File: src/rtl/unsat_clause_fifo_writer_pkg.sv
// unsat_clause_fifo_writer_pkg
//   Shared sizing defaults and FSM state encoding for the newly-unsat clause
//   FIFO writer and its storage array.
package unsat_clause_fifo_writer_pkg;

    localparam int DEF_NSAT                  = 3;
    localparam int DEF_LITERAL_ADDRESS_WIDTH = 12;
    localparam int DEF_CLAUSE_WIDTH          = DEF_NSAT * DEF_LITERAL_ADDRESS_WIDTH;
    localparam int DEF_FIFO_DEPTH            = 16;

    typedef enum logic [1:0] {
        ST_IDLE    = 2'd0,
        ST_COLLECT = 2'd1,
        ST_DRAIN   = 2'd2
    } wr_state_e;

endpackage

File: src/rtl/unsat_clause_fifo_writer_fifo_mem.sv
// unsat_clause_fifo_writer_fifo_mem
//   DEPTH x WIDTH register array holding {last_flag, clause} entries.
//   Ports:
//     clk_i       clock
//     we_i        write enable, writes wdata_i at waddr_i
//     waddr_i     write address
//     wdata_i     entry data, MSB is the batch-last flag
//     set_last_i  set the last flag of the entry at set_addr_i
//     set_addr_i  address for the last-flag set
//     raddr_i     asynchronous read address
//     rdata_o     entry at raddr_i
module unsat_clause_fifo_writer_fifo_mem #(
    parameter int DEPTH = 16,
    parameter int WIDTH = 37,
    parameter int AW    = $clog2(DEPTH)
) (
    input  logic             clk_i,
    input  logic             we_i,
    input  logic [AW-1:0]    waddr_i,
    input  logic [WIDTH-1:0] wdata_i,
    input  logic             set_last_i,
    input  logic [AW-1:0]    set_addr_i,
    input  logic [AW-1:0]    raddr_i,
    output logic [WIDTH-1:0] rdata_o
);

    logic [WIDTH-1:0] mem [DEPTH];

    // The owner never asks for a write and a last-flag set on the same entry
    // in one cycle (write targets wr_ptr, set targets wr_ptr-1).
    always_ff @(posedge clk_i) begin
        if (we_i) begin
            mem[waddr_i] <= wdata_i;
        end
        if (set_last_i) begin
            mem[set_addr_i][WIDTH-1] <= 1'b1;
        end
    end

    assign rdata_o = mem[raddr_i];

endmodule

File: src/rtl/unsat_clause_fifo_writer.sv
// unsat_clause_fifo_writer
//   Producer end of the newly-unsat clause FIFO. Filters one flip batch of
//   clause-evaluator beats, keeps the clauses flagged newly unsat and presents
//   them fall-through (head-first) to the unsat clause selector, with a
//   per-entry batch-last flag.
//   Ports:
//     clk_i, rst_i    clock, synchronous active-high reset
//     flush_i         abort batch, empty FIFO, clear overflow
//     eval_*          evaluator beat stream (valid/ready, clause, unsat, last)
//     pop_i           selector consumed head entry
//     fifo_empty_o    no valid head entry
//     fifo_clause_o   head clause (0 when empty)
//     fifo_last_o     head is last entry of batch (0 when empty)
//     count_o         occupancy
//     batch_done_o    one-cycle pulse once a batch is fully delivered
//     overflow_o      sticky: a push was dropped because the FIFO was full
//
//   state    | meaning
//   ---------+-------------------------------------------------------------
//   IDLE     | no batch open, waiting for the first beat
//   COLLECT  | batch open, accepting beats until the last one
//   DRAIN    | batch closed, beats stalled until its last entry is popped
module unsat_clause_fifo_writer
    import unsat_clause_fifo_writer_pkg::*;
#(
    parameter int NSAT                  = DEF_NSAT,
    parameter int LITERAL_ADDRESS_WIDTH = DEF_LITERAL_ADDRESS_WIDTH,
    parameter int FIFO_DEPTH            = DEF_FIFO_DEPTH
) (
    input  logic                                    clk_i,
    input  logic                                    rst_i,
    input  logic                                    flush_i,
    input  logic                                    eval_valid_i,
    output logic                                    eval_ready_o,
    input  logic [NSAT*LITERAL_ADDRESS_WIDTH-1:0]   eval_clause_i,
    input  logic                                    eval_unsat_i,
    input  logic                                    eval_last_i,
    input  logic                                    pop_i,
    output logic                                    fifo_empty_o,
    output logic [NSAT*LITERAL_ADDRESS_WIDTH-1:0]   fifo_clause_o,
    output logic                                    fifo_last_o,
    output logic [$clog2(FIFO_DEPTH):0]             count_o,
    output logic                                    batch_done_o,
    output logic                                    overflow_o
);

    localparam int CW = NSAT * LITERAL_ADDRESS_WIDTH;
    localparam int AW = $clog2(FIFO_DEPTH);
    localparam int PW = AW + 1;

    wr_state_e       state_q, state_d;
    logic [PW-1:0]   wr_ptr_q, rd_ptr_q;
    logic [PW-1:0]   count, count_next;
    logic            overflow_q, done_q, done_evt;
    logic            empty, full;
    logic            accept, push_req, push, pop, retro_mark;
    logic [CW:0]     head_entry;
    logic            head_last;

    assign count = wr_ptr_q - rd_ptr_q;
    assign empty = (wr_ptr_q == rd_ptr_q);
    assign full  = (wr_ptr_q[AW] != rd_ptr_q[AW]) &&
                   (wr_ptr_q[AW-1:0] == rd_ptr_q[AW-1:0]);

    assign eval_ready_o = (state_q != ST_DRAIN);
    assign accept       = eval_valid_i & eval_ready_o;
    assign push_req     = accept & eval_unsat_i;
    assign push         = push_req & ~full;
    assign pop          = pop_i & ~empty;

    // A last beat that does not land in the FIFO (not unsat, or dropped on
    // overflow) hands the batch-last flag to the newest stored entry so the
    // batch still terminates on the consumer side.
    assign retro_mark = accept & eval_last_i & ~push & ~empty;

    assign count_next = count + PW'(push) - PW'(pop);

    unsat_clause_fifo_writer_fifo_mem #(
        .DEPTH (FIFO_DEPTH),
        .WIDTH (CW + 1),
        .AW    (AW)
    ) u_fifo_mem (
        .clk_i      (clk_i),
        .we_i       (push),
        .waddr_i    (wr_ptr_q[AW-1:0]),
        .wdata_i    ({eval_last_i, eval_clause_i}),
        .set_last_i (retro_mark),
        .set_addr_i (wr_ptr_q[AW-1:0] - AW'(1)),
        .raddr_i    (rd_ptr_q[AW-1:0]),
        .rdata_o    (head_entry)
    );

    assign head_last = head_entry[CW];

    always_comb begin
        state_d  = state_q;
        done_evt = 1'b0;
        case (state_q)
            ST_IDLE, ST_COLLECT: begin
                if (accept) begin
                    if (eval_last_i) begin
                        if (count_next != '0) begin
                            state_d = ST_DRAIN;
                        end else begin
                            state_d  = ST_IDLE;
                            done_evt = 1'b1;
                        end
                    end else begin
                        state_d = ST_COLLECT;
                    end
                end
            end
            ST_DRAIN: begin
                if (pop && head_last && (count_next == '0)) begin
                    state_d  = ST_IDLE;
                    done_evt = 1'b1;
                end
            end
            default: state_d = ST_IDLE;
        endcase
    end

    always_ff @(posedge clk_i) begin
        if (rst_i || flush_i) begin
            state_q    <= ST_IDLE;
            wr_ptr_q   <= '0;
            rd_ptr_q   <= '0;
            overflow_q <= 1'b0;
            done_q     <= 1'b0;
        end else begin
            state_q <= state_d;
            done_q  <= done_evt;
            if (push) begin
                wr_ptr_q <= wr_ptr_q + PW'(1);
            end
            if (pop) begin
                rd_ptr_q <= rd_ptr_q + PW'(1);
            end
            if (push_req && full) begin
                overflow_q <= 1'b1;
            end
        end
    end

    assign fifo_empty_o  = empty;
    assign fifo_clause_o = empty ? '0 : head_entry[CW-1:0];
    assign fifo_last_o   = ~empty & head_last;
    assign count_o       = count;
    assign batch_done_o  = done_q;
    assign overflow_o    = overflow_q;

endmodule

File: config.mk
export PLATFORM = sky130hd
export DESIGN_NAME = unsat_clause_fifo_writer
export DESIGN_NICKNAME = d
export VERILOG_FILES = /design/src/rtl/unsat_clause_fifo_writer_pkg.sv /design/src/rtl/unsat_clause_fifo_writer_fifo_mem.sv /design/src/rtl/unsat_clause_fifo_writer.sv
export SDC_FILE = /design/constraint.sdc
export NUM_CORES = 1
export LEC_CHECK = 0
export CORE_AREA = 2 2 162 282
export DETAILED_ROUTE_END_ITERATION = 10
export DIE_AREA = 0 0 164 284
export HOLD_SLACK_MARGIN = 0.15
export PLACE_DENSITY_LB_ADDON = 0.12
export SYNTH_ARGS = -nofsm -noshare
export SYNTH_HDL_FRONTEND = slang
export SYNTH_SLANG_ARGS = --single-unit
File: constraint.sdc
create_clock -name clk_i -period 12.4 [get_ports clk_i]
set_clock_uncertainty 0.1 [all_clocks]
set_input_delay 1.24 -clock clk_i [delete_from_list [all_inputs] [get_ports clk_i]]
set_output_delay 1.24 -clock clk_i [all_outputs]
set_load 0.03 [all_outputs]
==> metrics <==
Post-synth EDFFs=592; Filler cells=3028; Layout area overhead=13.50%; IO Pins=just under 90; CP max stage delay=~1100 ps; dominant cell type by area after synthesis=edfxtp_1; Cell Chain, Critical Path=buf_4 -> mux4_2 -> mux4_2 -> nor2b_1 -> clkdlybuf4s50_1; largest cells by area after synthesis=edfxtp_1, mux4_2, nor2b_1; CP Capture Type=primary output; Seq cells post-synth=610; Seq/Total Area, Yosys=75.24%; TNS Setup=0 ps; CORE AREA=44290 sq um; largest family of logic cells by synthesized area=multiplexers; GRT Total Usage=between 20% and 30%; CTS tree=yes; # DRC=0; Routed wire per std cell=27.97 microns; Synth Area in Compound Gates=less than 1%; gr ovfl total=0; HPWL after DPL=between 20000 and 30000 microns; postcts setup bufs=0; die area=46580 sq um; Die H=284 microns; first-pass GRT wire length=75810 microns; Max IR drop VDD=102.9 uV; Post-Synth XOR/XNOR Area=less than 1%; CP required=11060 ps; Post-synth ARST share=0%; total of max-cap violations=0; hold buffer count at CTS=0; Fin. Hold Viols=0; Yosys cell types=45; Pre-antenna DRT Iters=4; Setup WS post-layout=6497 ps; critical path arrival=approximately 4600 ps; clk sinks=610; syn nets=1154; unrepaired setup endpoints after global routing=no; post-synth top area share=73.75%; YS warnings=0; worst-skew pair later-pin latency=580 ps; cts bufs inserted=53; Post-DRT Antenna Nets=0; Mapped Area=24110 sq um; startpoint types=flop; root buffer cell=clkbuf_16; Rows=a little over 100; Cells after Synth=approximately 1100; number of I/O port buffers=about 90; fin. max-slew vios=0; share of layout cells above drive strength 1=25.02%; GP Congestion=0.7429; Layout Nets=between 1000 and 1500; Clock transition at path regs=70 ps; cell area power density=144.5 nW/um^2; most frequent CP cell=mux4_2; fmax=0.1694 GHz; Resized cells post-CTS=0; HP Start=state_q[1]$_SDFFE_PP0P_; vias in the first global route=11900; crit path kind=flop to primary output; Clock Path Buffers=3; status=completed; initial antenna violation count=0; R2R depth=12; routed vias/inst=6.149; Min-Delay Path Class=flop to flop; Final Cycle Share=47.61%; slew margin rel.=23.76%; actual slew at the worst max-slew pin=about 1100 ps; Synth Flop Type=edfxtp_1; Setup violations, final=0; FF-to-FF Start=wr_ptr_q[0]$_SDFFE_PP0P_; Avg Cell Area, Syn=21.97 sq um; Vias=11210; DRT iter0 DRCs=roughly 890; largest net degree at the start of global routing=57; setup slack at placement=between 6000 and 7000 ps; H-Tree Depth=2; adder-cell share of the synthesized area=0.7890%; crit-path max FO=52; Post-Route WL=50980 microns; Final min period=5903 ps; mux contribution to synthesized area=17.46%; Antenna Cells=0; die width=164 microns; Hold Path Stages=1; static leakage=8.212 nW; Slowest cell on crit path=dfxtp_4; Post-Synth Simple-Gate Area=3.550%; starting density of the core=54.43%
[worst max-delay path, delay by kind of cell (launching register included)]
kind | cells | cell delay (ps)
flops | 1 | 1070
mux | 2 | 1080
simple gates | 1 | 190
buf+inv | 2 | 1610
[synth_stat cells, drive strengths merged (2+ instances only)]
| cell type | number |
|---|---|
| edfxtp | 592 |
| mux4 | 184 |
| nor2b | 75 |
| nor2 | 53 |
| buf | 33 |
| clkbuf | 25 |
| dfxtp | 18 |
| inv | 16 |
| nand2 | 16 |
| ha | 12 |
| xnor2 | 10 |
| xor2 | 7 |
| a21oi | 6 |
| nand4 | 5 |
| a31oi | 4 |
| mux2i | 4 |
| o21ai | 4 |
| a21o | 3 |
| nand2b | 3 |
| nand3 | 3 |
| nor3 | 3 |
| fa | 2 |
| o22ai | 2 |
| o31ai | 2 |
| or2 | 2 |
[routing by layer]
layer / global-route usage [%] / part of all wire (%)
met5: 0 / 0
met4: 5.373 / 1.8
met3: 2.543 / 4.1
met2: 39.52 / 54
met1: 30.94 / 40
[power breakdown]
group	total, mW	switching (mW)	internal [mW]
registers	2.28	0.00408	2.27
clock network	1.55	0.711	0.836
logic	0.129	0.0763	0.0529
total	3.95	0.791	3.16
[placed cells by master (no fill, tap or decap), types with 2 or more instances in the layout]
| cell type | count |
|---|---|
| o21ai_1 | 2 |
| nor2_4 | 17 |
| clkinv_1 | 11 |
| edfxtp_1 | 592 |
| nor3_1 | 3 |
| ha_1 | 12 |
| xnor2_1 | 10 |
| nor2_1 | 36 |
| clkbuf_16 | 55 |
| nand4_1 | 5 |
| fa_1 | 2 |
| xor2_1 | 7 |
| mux2i_1 | 3 |
| or2_2 | 2 |
| o21ai_0 | 2 |
| mux4_2 | 184 |
| nand3_1 | 3 |
| nand2_1 | 15 |
| o22ai_1 | 2 |
| nand2b_1 | 3 |
| dfxtp_1 | 14 |
| a31oi_2 | 2 |
| o31ai_1 | 2 |
| clkbuf_1 | 16 |
| dfxtp_4 | 3 |
| a31oi_1 | 2 |
| inv_1 | 16 |
| clkinv_2 | 13 |
| a21oi_1 | 6 |
| nor2b_1 | 75 |
| a21o_1 | 3 |
| buf_4 | 25 |
| clkdlybuf4s50_1 | 88 |
[cell type report]
cell class                      count  area (sq um)  area share [%]
Sequential cell                   610         18150           66.34
Multi-Input combinational cell    413          5759           21.05
Tap cell                          572         715.7           2.616
Inverter                           16         60.06          0.2195
Timing Repair Buffer              113          1069           3.906
Clock buffer                       71          1436           5.250
Clock inverter                     28         168.9          0.6174
[cells by family after synthesis]
logic type               after synthesis
AND/OR/NAND/NOR                      164
multiplexers                         189
AO/OA/AOI/OAI                         29
adder cells (fa/ha/maj)               14
buffers and inverters                 74
XOR/XNOR                              17
flip-flops                           610
[sequential cells by signal (all words and copies together) (netlist names), named ones only]
name	flops
u_fifo_mem.mem	592
wr_ptr_q	5
batch_done_o	1
overflow_o	1
state_q	2
rd_ptr_q	5
[final timing paths]
kind / endpoint / slack (ps)
setup / recovery: fifo_clause_o[5] / 6500
hold / removal: state_q[0]$_SDFFE_PP0P_ / 360
setup reg to reg: u_fifo_mem.mem[8][9]$_DFFE_PP_ / 6950
hold reg to reg: state_q[0]$_SDFFE_PP0P_ / 360
[metrics by stage]
| stage | util [%] | hold WS (ps) | std cells | instance area (sq um) | total power [mW] |
|---|---|---|---|---|---|
| 2_1_floorplan | - | 313.8 | 1097 | 24110 | 2.397 |
| 4_1_cts | 61.78 | 349.5 | 1823 | 27360 | 3.982 |
| 3_5_place_dp | 58.15 | 338.9 | 1724 | 25750 | 2.453 |
| 6_report | 61.78 | 356.6 | 1823 | 27360 | 3.952 |
| 3_3_place_gp | 58.15 | 338.1 | 1724 | 25750 | 2.450 |
| 5_1_grt | 61.78 | 371.4 | 1823 | 27360 | 4.063 |
(Power assumes the default switching activity.)
